**config.mk**
```make
export PLATFORM = sky130hd
export DESIGN_NAME = jtframe_rom_arb
export DESIGN_NICKNAME = d
export VERILOG_FILES = /design/src/rtl/jtframe_rom_pkg.sv /design/src/rtl/jtframe_rom_line.sv /design/src/rtl/jtframe_rom_arb.sv
export SDC_FILE = /design/constraint.sdc
export NUM_CORES = 1
export LEC_CHECK = 0
export ABC_AREA = 0
export BUFFER_PORTS_ARGS = -buffer_cell sky130_fd_sc_hd__buf_2
export CORE_ASPECT_RATIO = 0.6
export CORE_MARGIN = 3
export CORE_UTILIZATION = 62
export CTS_BUF_LIST = sky130_fd_sc_hd__clkbuf_4 sky130_fd_sc_hd__clkbuf_8
export CTS_CLUSTER_DIAMETER = 60
export DETAILED_ROUTE_END_ITERATION = 7
export PLACE_DENSITY = 0.88
export SYNTH_ARGS = -nofsm -noshare
export SYNTH_HDL_FRONTEND = slang
export SYNTH_SLANG_ARGS = --single-unit
```
**constraint.sdc**
```tcl
create_clock -name clk -period 15.98 [get_ports clk]
set_input_delay 0.799 -clock clk [delete_from_list [all_inputs] [get_ports clk]]
set_output_delay 0.799 -clock clk [all_outputs]
set_load 0.02 [all_outputs]
```
**src/rtl/jtframe_rom_pkg.sv**
```systemverilog
// Shared definitions for the ROM slot arbiter: FSM encoding and timing constants.
package jtframe_rom_pkg;

  typedef enum logic [1:0] {
    ST_IDLE = 2'd0,
    ST_REQ  = 2'd1,
    ST_WAIT = 2'd2
  } state_t;

  // Quiet cycles (no download, no loop reset) before the arbiter reports ready.
  localparam int READY_DLY = 16;

  // SDRAM word-address width.
  localparam int SDRAM_AW = 22;

endpackage

```
**src/rtl/jtframe_rom_line.sv**
```systemverilog
// One 32-bit cache line for a ROM slot: valid bit, tag, data word, hit test
// and 16-bit half select driven by the slot's live word address.
module jtframe_rom_line
  import jtframe_rom_pkg::*;
#(
  parameter int SAW = 18
) (
  input  logic           clk,
  input  logic           rst,
  input  logic           i_clr,
  input  logic           i_we,
  input  logic [SAW-2:0] i_tag,
  input  logic [31:0]    i_data,
  input  logic           i_cs,
  input  logic [SAW-1:0] i_addr,
  output logic           o_ok,
  output logic [15:0]    o_dout
);

  logic           r_valid;
  logic [SAW-2:0] r_tag;
  logic [31:0]    r_data;

  // Line storage: invalidate on clear, otherwise capture a completed fill.
  always_ff @(posedge clk or posedge rst) begin
    if (rst) begin
      r_valid <= 1'b0;
      r_tag   <= '0;
      r_data  <= 32'h0000_0000;
    end else if (i_clr) begin
      r_valid <= 1'b0;
    end else if (i_we) begin
      r_valid <= 1'b1;
      r_tag   <= i_tag;
      r_data  <= i_data;
    end
  end

  // Hit test against the live address and selection of the addressed half-word.
  always_comb begin
    o_ok   = i_cs & r_valid & (r_tag == i_addr[SAW-1:1]);
    o_dout = i_addr[0] ? r_data[31:16] : r_data[15:0];
  end

endmodule

```
**src/rtl/jtframe_rom_arb.sv**
```systemverilog
// ROM slot arbiter: each slot owns a one-line cache; misses are serialised
// onto a single SDRAM read port, round-robin or fixed priority.
module jtframe_rom_arb
  import jtframe_rom_pkg::*;
#(
  parameter int                 SLOTS   = 4,
  parameter int                 SAW     = 18,
  parameter logic [SLOTS*22-1:0] OFFSETS = '0,
  parameter int                 PRIO    = 0
) (
  input  logic                 clk,
  input  logic                 rst,
  input  logic [SLOTS-1:0]     slot_cs,
  input  logic [SLOTS*SAW-1:0] slot_addr,
  output logic [SLOTS-1:0]     slot_ok,
  output logic [SLOTS*16-1:0]  slot_dout,
  input  logic                 downloading,
  input  logic                 loop_rst,
  output logic                 sdram_req,
  input  logic                 sdram_ack,
  input  logic                 data_rdy,
  input  logic [31:0]          data_read,
  output logic [21:0]          sdram_addr,
  output logic                 refresh_en,
  output logic                 ready
);

  localparam int GW = (SLOTS > 1) ? $clog2(SLOTS) : 1;

  state_t         r_state;
  state_t         w_next;
  logic [GW-1:0]  r_gnt;
  logic [GW-1:0]  r_last;
  logic [21:0]    r_addr;
  logic [SAW-2:0] r_tag;
  logic [4:0]     r_rdy_cnt;

  logic [SLOTS-1:0] w_pend;
  logic             w_any_pend;
  logic             w_halt;
  logic             w_ready;
  logic             w_take;
  logic             w_fill;
  logic [GW-1:0]    w_start;
  logic [GW-1:0]    w_hi;
  logic [GW-1:0]    w_lo;
  logic             w_hi_found;
  logic [GW-1:0]    w_sel;
  logic [SAW-1:0]   w_sel_addr;
  logic [21:0]      w_addr_nxt;

  // Cache lines, one per slot; a slot is pending while it requests and misses.
  genvar gi;
  generate
    for (gi = 0; gi < SLOTS; gi++) begin : g_line
      jtframe_rom_line #(.SAW(SAW)) u_line (
        .clk    (clk),
        .rst    (rst),
        .i_clr  (w_halt),
        .i_we   (w_fill && (r_gnt == GW'(gi))),
        .i_tag  (r_tag),
        .i_data (data_read),
        .i_cs   (slot_cs[gi]),
        .i_addr (slot_addr[gi*SAW +: SAW]),
        .o_ok   (slot_ok[gi]),
        .o_dout (slot_dout[gi*16 +: 16])
      );
      assign w_pend[gi] = slot_cs[gi] & ~slot_ok[gi];
    end
  endgenerate

  // Halt conditions, readiness and the grant handshake qualifier.
  always_comb begin
    w_halt     = downloading | loop_rst;
    w_ready    = (r_rdy_cnt == 5'(READY_DLY)) && !w_halt;
    w_any_pend = |w_pend;
    w_take     = (r_state == ST_IDLE) && w_any_pend && w_ready;
  end

  // Grant search: first pending slot at or after the start index, wrapping to the lowest.
  always_comb begin
    w_start    = (PRIO != 0) ? '0 :
                 ((r_last == GW'(SLOTS-1)) ? '0 : r_last + 1'b1);
    w_hi       = '0;
    w_lo       = '0;
    w_hi_found = 1'b0;
    for (int i = SLOTS-1; i >= 0; i--) begin
      w_lo       = w_pend[i] ? GW'(i) : w_lo;
      w_hi       = (w_pend[i] && (GW'(i) >= w_start)) ? GW'(i) : w_hi;
      w_hi_found = w_hi_found | (w_pend[i] && (GW'(i) >= w_start));
    end
    w_sel      = w_hi_found ? w_hi : w_lo;
    w_sel_addr = slot_addr[w_sel*SAW +: SAW];
    w_addr_nxt = OFFSETS[w_sel*22 +: 22] + 22'({w_sel_addr[SAW-1:1], 1'b0});
  end

  // Ready delay: saturating count of quiet cycles, cleared by download or loop reset.
  always_ff @(posedge clk or posedge rst) begin
    if (rst) begin
      r_rdy_cnt <= 5'd0;
    end else if (w_halt) begin
      r_rdy_cnt <= 5'd0;
    end else if (r_rdy_cnt != 5'(READY_DLY)) begin
      r_rdy_cnt <= r_rdy_cnt + 5'd1;
    end
  end

  // Grant capture: slot index, SDRAM address and tag are frozen for the whole transaction.
  always_ff @(posedge clk or posedge rst) begin
    if (rst) begin
      r_gnt  <= '0;
      r_last <= GW'(SLOTS-1);
      r_addr <= 22'd0;
      r_tag  <= '0;
    end else if (w_take) begin
      r_gnt  <= w_sel;
      r_last <= w_sel;
      r_addr <= w_addr_nxt;
      r_tag  <= w_sel_addr[SAW-1:1];
    end
  end

  // FSM state register.
  always_ff @(posedge clk or posedge rst) begin
    if (rst) begin
      r_state <= ST_IDLE;
    end else begin
      r_state <= w_next;
    end
  end

  // FSM next state and fill strobe; download or loop reset abort to IDLE.
  always_comb begin
    w_next = r_state;
    w_fill = 1'b0;
    if (w_halt) begin
      w_next = ST_IDLE;
    end else begin
      case (r_state)
        ST_IDLE: begin
          if (w_take) w_next = ST_REQ;
          else        w_next = ST_IDLE;
        end
        ST_REQ: begin
          if (sdram_ack) w_next = ST_WAIT;
          else           w_next = ST_REQ;
        end
        ST_WAIT: begin
          if (data_rdy) begin
            w_next = ST_IDLE;
            w_fill = 1'b1;
          end else begin
            w_next = ST_WAIT;
          end
        end
        default: w_next = ST_IDLE;
      endcase
    end
  end

  // SDRAM-side outputs and status.
  always_comb begin
    sdram_req  = (r_state == ST_REQ) && !downloading;
    sdram_addr = r_addr;
    refresh_en = (r_state == ST_IDLE) && !w_any_pend && w_ready;
    ready      = w_ready;
  end

endmodule
```
==> run metrics, run 1 <==
status complete, no violations; setup ws final approximately 11 ns; DP HPWL 18.5 mm; Slew Limit Fails 0; Sw Share 0.232; min-delay worst type reg -> reg; Routed WL per cell between 20 and 25 microns; nets@finish approximately 1100; post-cts sizing count 0; CTS tree done; via count of the first global-routing pass 7479; GR Util met3 0.0800; grt met1 use 0.428; die height 108 microns; Post-CTS Setup Bufs 0; Max Fclk approximately 0.21 GHz; Arr. time, crit path 3.89 ns; total grt overflow 0; Comb pwr share 0.065; die width 176 microns; Worst slew margin 0.197; port bufs 201; Fillers approximately 1100; Core Region between 0.015 and 0.02 sq mm; initial DRC count approximately 500; RSZ-0062 raised after global routing false; NetSw between 200 and 300 uW; #FFs+latches synth 228; clock buffer depth 3; prevailing post-synth register cell dfrtp_1; CTS H-tree lvls 2; Seq pwr share 0.512; Final setup violation count 0; gpl congestion between 0.8 and 0.9; met2 Track Usage GR 0.404; via count 7156; Final Hold Viols 0; global-route wire length before repair 41.4 mm; final wirelength 26.6 mm; max_cap viols 0; CTS clock-pin slew for the worst setup and hold paths 0.06 ns; Hold WS 0.494 ns; Num Clock Sinks 228; gr busiest metal met1; Worst Max-Slew Pin Slew 1.20 ns; area delta synth->final 16.8%; Yosys warnings 0; Lkg Pwr 7.03 nW; Seq/Total Area, Yosys 0.530; CP max FO 4; Skew-Pair Late Insertion Delay about 0.5 ns; syn_area_per_cell 13.9 sq um; Syn Std Cell Area ~0.011 sq mm; number of iterations in the first detailed-routing pass 4; CTS buffer count 34; minimum clock period 4.69 ns; VDD IR max 0.0633 mV; layout cells sized above 1 0.551; worst path required time approximately 15 ns; Root Driver clkbuf_8; clock share of power 0.423; Die ar. 0.0190 sq mm; Vias/cell 5.84; fin area 0.0126 sq mm; CTS Hold Bufs 0; CP endpoint kind output port; Setup WS pre-CTS 11.07 ns; total track usage 0.281; total power between 1 and 1.5 mW; setup TNS 0 ns; critical setup path kind in -> out; # IOs 207; P_int 872 uW; Syn Inst Count 777; Initial Util 0.648; clk_skew around 0.02 ns; pwr/cell area 90.2 mW/mm^2; row cnt 36; placed cell area around 0.012 sq mm; Post-synth ARST share 1.00; startpoint class of the critical path input port; DRC 0; initial antenna violation count 0; Post-DRT Antenna Nets 0; Distinct cells, synth 42; fin crit share 0.293; number of synthesized flops with an enable pin 0; pin count of the biggest net entering global routing about 160
==> worst max-delay path: stages <==
cell and delay [ns]:
buf_2 0.12, xor2_1 0.19, nor4_1 0.69, nand3_1 0.29, o41ai_2 0.74, o2111ai_1 0.31, nor4b_1 0.49, buf_2 0.26
==> power groups by stage <==
stage	Combinational, mW	Sequential (mW)	Clock (mW)
after CTS	0.0738	0.581	0.488
final	0.0740	0.581	0.480
after global placement	0.0725	0.592	0
after floorplan	0.0376	0.593	0
after detailed placement	0.0735	0.592	0
after global routing	0.0805	0.581	0.515
==> registers in the layout (all words and copies together), names as in the netlist <==
name and count:
g_line.u_line.r_data 128, g_line.u_line.r_tag 68, sdram_addr 17, r_rdy_cnt 5, g_line.u_line.r_valid 4, r_gnt 2
r_last 2, r_state 2
==> metrics by stage <==
stage	instances	util
floorplan	781	-
global placement	1167	0.715
detailed placement	1167	0.715
CTS	1225	0.757
global route	1225	0.757
finish	1226	0.757
==> worst paths after layout <==
| check | start | end | slack (ns) | depth (start not counted) |
|---|---|---|---|---|
| setup reg to reg | g_line[3].u_line.r_tag[12] | sdram_addr[6] | 11.46 | 8 |
| hold / removal | g_line[3].u_line.r_valid | g_line[3].u_line.r_valid | 0.49 | 2 |
| min in group asynchronous | rst | g_line[1].u_line.r_data[27] | 0.51 | 2 |
| max in group asynchronous | rst | g_line[2].u_line.r_data[17] | 13.87 | 3 |
| hold reg to reg | g_line[3].u_line.r_valid | g_line[3].u_line.r_valid | 0.49 | 2 |
| setup / recovery | slot_addr[67] | refresh_en | 11.29 | 8 |
==> area by class of cell <==
| type | count | area [sq um] | share of cell area |
|---|---|---|---|
| Antenna cell | 1 | 2.50 | 0.000199 |
| Timing Repair Buffer | 207 | 1050 | 0.0835 |
| Tap cell | 228 | 285 | 0.0227 |
| Multi-Input combinational cell | 494 | 4800 | 0.381 |
| Sequential cell | 228 | 5710 | 0.454 |
| Clock buffer | 55 | 676 | 0.0537 |
| Clock inverter | 3 | 17.5 | 0.00139 |
| Inverter | 10 | 45.0 | 0.00358 |
==> metal layers <==
| layer | up-vias | routed length (microns) |
|---|---|---|
| met2 | 299 | 11500 |
| li1 | 3182 | - |
| met1 | 3632 | 12400 |
| met5 | - | 0 |
| met3 | 43 | 2390 |
| met4 | 0 | 388 |
==> cell usage after synthesis (2+ instances only) <==
| cell | n | share of area |
|---|---|---|
| buf_4 | 11 | 0.0077 |
| mux2_2 | 262 | 0.27 |
| nor3b_1 | 2 | 0.0014 |
| a221oi_2 | 10 | 0.014 |
| a221oi_1 | 7 | 0.0057 |
| o22ai_1 | 2 | 0.0012 |
| o21bai_1 | 2 | 0.0014 |
| xor2_1 | 57 | 0.046 |
| nor2_1 | 28 | 0.0098 |
| nand3_1 | 8 | 0.0037 |
| clkbuf_1 | 11 | 0.0038 |
| nand2_1 | 15 | 0.0052 |
| ha_1 | 4 | 0.0046 |
| nand4_1 | 4 | 0.0023 |
| dfstp_2 | 2 | 0.0049 |
| mux2i_1 | 35 | 0.033 |
| inv_1 | 10 | 0.0035 |
| dfrtp_1 | 226 | 0.53 |
| a21oi_1 | 3 | 0.0014 |
| xnor2_1 | 15 | 0.012 |
| nor4_1 | 17 | 0.0099 |
| nor2b_1 | 2 | 0.0012 |
| buf_6 | 5 | 0.0052 |
| buf_1 | 20 | 0.0070 |
| nor3_1 | 2 | 0.00093 |
==> kinds of logic (layout without fill, tap and decap cells) <==
logic type                 count (synthesis)  after routing  synth area share
AOI/OAI and AO/OA                         33             33            0.0332
xor gates and xnor gates                  72             72            0.0585
adders and majority gates                  4              4           0.00465
buffers and inverters                     59            275            0.0290
DFF                                      228            228             0.530
muxes                                    297            297             0.306
other                                      1              6          0.000348
and+or+nand+nor                           83             83            0.0379
==> placed cells by master, fill, tap and decap left out, drive strengths merged, types with 2 or more instances in the layout <==
master  count
mux2      262
dfrtp     226
buf       207
xor2       57
clkbuf     55
mux2i      35
nor2       28
nor4       17
a221oi     17
xnor2      15
nand2      15
inv        10
nand3       8
conb        5
nand4       4
ha          4
a21oi       3
nor3b       2
nor3        2
o21bai      2
clkinv      2
dfstp       2
o22ai       2
nor2b       2
o41ai       2
No activity file was read; power rests on OpenSTA's default activity.
==> run 2: changes to the inputs <==
CORE_UTILIZATION = 52   (was 62)
PLACE_DENSITY = 0.79   (was 0.88)
clock period = 3.9 ns   (was 15.98 ns; I/O delays follow)
==> run 2 against run 1 <==
Flip-flop and latch count unchanged; first-iteration DRC count fell by 17%; worst hold slack got worse by 0.44 ns; combinational power grew to 4.6 times the previous value; largest cell class unchanged; highest routed layer unchanged.
==> run metrics, run 2 (synthesized netlist as in run 1, its figures left out) <==
Num Clock Sinks 228 (unchanged); VDD IR max 0.372 mV (+490%); pwr/cell area 378 mW/mm^2 (+320%); Largest register FFs 128 (unchanged); clk_skew 0.0299 ns (+0.00986 ns); gpl congestion 0.843 (-6.1%); global-route wire length before repair 43.6 mm (+5.2%); Initial Util 0.534 (-0.114); Slew Limit Fails 0 (unchanged); via count of the first global-routing pass 7626 (+2.0%); die width 192 microns (+8.9%); startpoint class of the critical path flop; Skew-Pair Late Insertion Delay 0.52 ns (+0.02 ns); port bufs 201 (unchanged); Final Instance Count excl. Fillers 1316 (+7.3%); setup TNS 0 ns (unchanged); DP HPWL 19.4 mm (+5.3%); total power 4.99 mW (+340%); area delta synth->final 22.4%; most common library cell in the layout ignoring fill and taps mux2_2; NetSw 1.14 mW (+330%); Comb pwr share 0.068 (+0.003); Seq pwr share 0.478 (-0.034); layout cells sized above 1 0.539 (-0.0118); register area 0.00571 sq mm (unchanged); via count 7221 (+0.91%); pin count of the biggest net entering global routing 99 (-36%); R2R Setup Slk 0.32 ns (-11.14 ns); CP endpoint kind output port; P_int 3.84 mW (+340%); fin crit share 0.949; Setup WS pre-CTS 0.445 ns (-10.63 ns); RSZ-0062 raised after global routing false; CP max FO 6 (+2); Sw Share 0.229 (-0.00309); max_cap viols 0 (unchanged); final core utilization 0.654 (-0.103); CTS clock-pin slew for the worst setup and hold paths 0.06 ns (about the same); fin area 0.0132 sq mm (+4.8%); Hold Path Depth 3 (+1); minimum clock period 3.70 ns; total grt overflow 0 (unchanged); Final setup violation count 0 (unchanged); Hold WS 0.0506 ns (-0.443 ns); final wirelength 27.7 mm (+3.9%); Max Fclk 0.270 GHz; nets@finish 1137 (+4.0%); Die ar. 0.0225 sq mm (+18%); Multi-input gate area 0.00480 sq mm (about the same); row cnt 40 (+11%); total track usage 0.249 (-0.0321); most frequent cells in the layout mux2_2 (262), dfrtp_1 (226), buf_2 (201); Reg with most FFs g_line.u_line.r_data; initial antenna violation count 0 (unchanged); setup ws final 0.199 ns (-11.10 ns); reg2reg path depth 9 (+1); Core Region 0.0202 sq mm (+21%); die height 117 microns (+8.7%); CTS buffer count 37 (+8.8%); Lkg Pwr 7.27 nW (+3.5%); Post-DRT Antenna Nets 0 (unchanged); clock buffer depth 3 (unchanged); CTS H-tree lvls 2 (unchanged); DRC 0 (unchanged); Worst Max-Slew Pin Slew 0.921 ns (-0.283 ns); placed cell area 0.0120 sq mm (+1.2%); Final Hold Viols 0 (unchanged); Worst slew margin 0.385 (+0.188); clock share of power 0.454 (+0.031); Vias/cell 5.49 (-6.0%); CTS tree done; critical setup path kind reg -> out; Arr. time, crit path 3.51 ns (-0.38 ns); ant diodes 0 (-1); Fillers 1557 (+42%); Root Driver clkbuf_8; worst path required time 3.70 ns (-11.48 ns); Routed WL per cell 21.0 microns (-3.2%); number of iterations in the first detailed-routing pass 5 (+1); status complete, no violations; DP Cell Count 1220 (+4.5%); # IOs 207 (unchanged); min-delay worst type in -> reg; initial DRC count 416 (-17%)
-- run 2: changes by cell type in the layout (fill, tap and decap cells not counted), sizes merged --
cell         previous run  this run
clkinv                  2         1
clkbuf                 55        59
bufinv                  0         2
buf                   207       215
diode                   1         0
dlygate4sd3             0        33
-- run 2: routing by layer --
| metal | vias to the layer above | part of all wire | track usage |
|---|---|---|---|
| met5 | - | 0 | 0 |
| met2 | 261 | 0.41 | 0.340 |
| met4 | 0 | 0.016 | 0.0563 |
| li1 | 3266 | - | - |
| met3 | 41 | 0.086 | 0.0801 |
| met1 | 3653 | 0.49 | 0.386 |
-- run 2: cell type report --
type                       instances  area share
timing repair buffer             248       0.112
clock buffer                      59      0.0564
clock inverter                     4     0.00560
tap                              273      0.0259
multi-input combinational        494       0.364
inverter                          10     0.00313
sequential                       228       0.433
-- run 2: worst max-delay path, stage by stage (launching register included) --
cell and delay, ns:
dfrtp_1 0.39, xor2_1 0.14, nor4_1 0.59, nand3_1 0.27, o41ai_4 0.55, o2111ai_1 0.28
nor4b_1 0.49, buf_2 0.26
-- run 2: final timing paths --
path | startpoint | end
max in group asynchronous | rst | r_last[1]
min | slot_addr[25] | sdram_addr[7]
min reg2reg | g_line[2].u_line.r_valid | g_line[2].u_line.r_valid
min in group asynchronous | rst | g_line[0].u_line.r_tag[8]
max reg2reg | g_line[2].u_line.r_tag[10] | sdram_addr[5]
max | g_line[1].u_line.r_tag[10] | refresh_en
-- run 2: repair_timing --
action                                 in CTS  in global routing
resized for setup                           0                  1
endpoints found under the hold margin     167                  0
setup endpoints to repair                   0                  1
hold buffers                               33                  0
setup buffers                               0                  0
-- run 2: power by group through the flow --
| stage | combinational [mW] | clock (mW) | sequential, mW |
|---|---|---|---|
| finish | 0.338 | 2.26 | 2.38 |
| global route | 0.368 | 2.44 | 2.38 |
| global placement | 0.309 | 0 | 2.43 |
| floorplan | 0.155 | 0 | 2.43 |
| detailed placement | 0.310 | 0 | 2.43 |
| CTS | 0.337 | 2.32 | 2.38 |
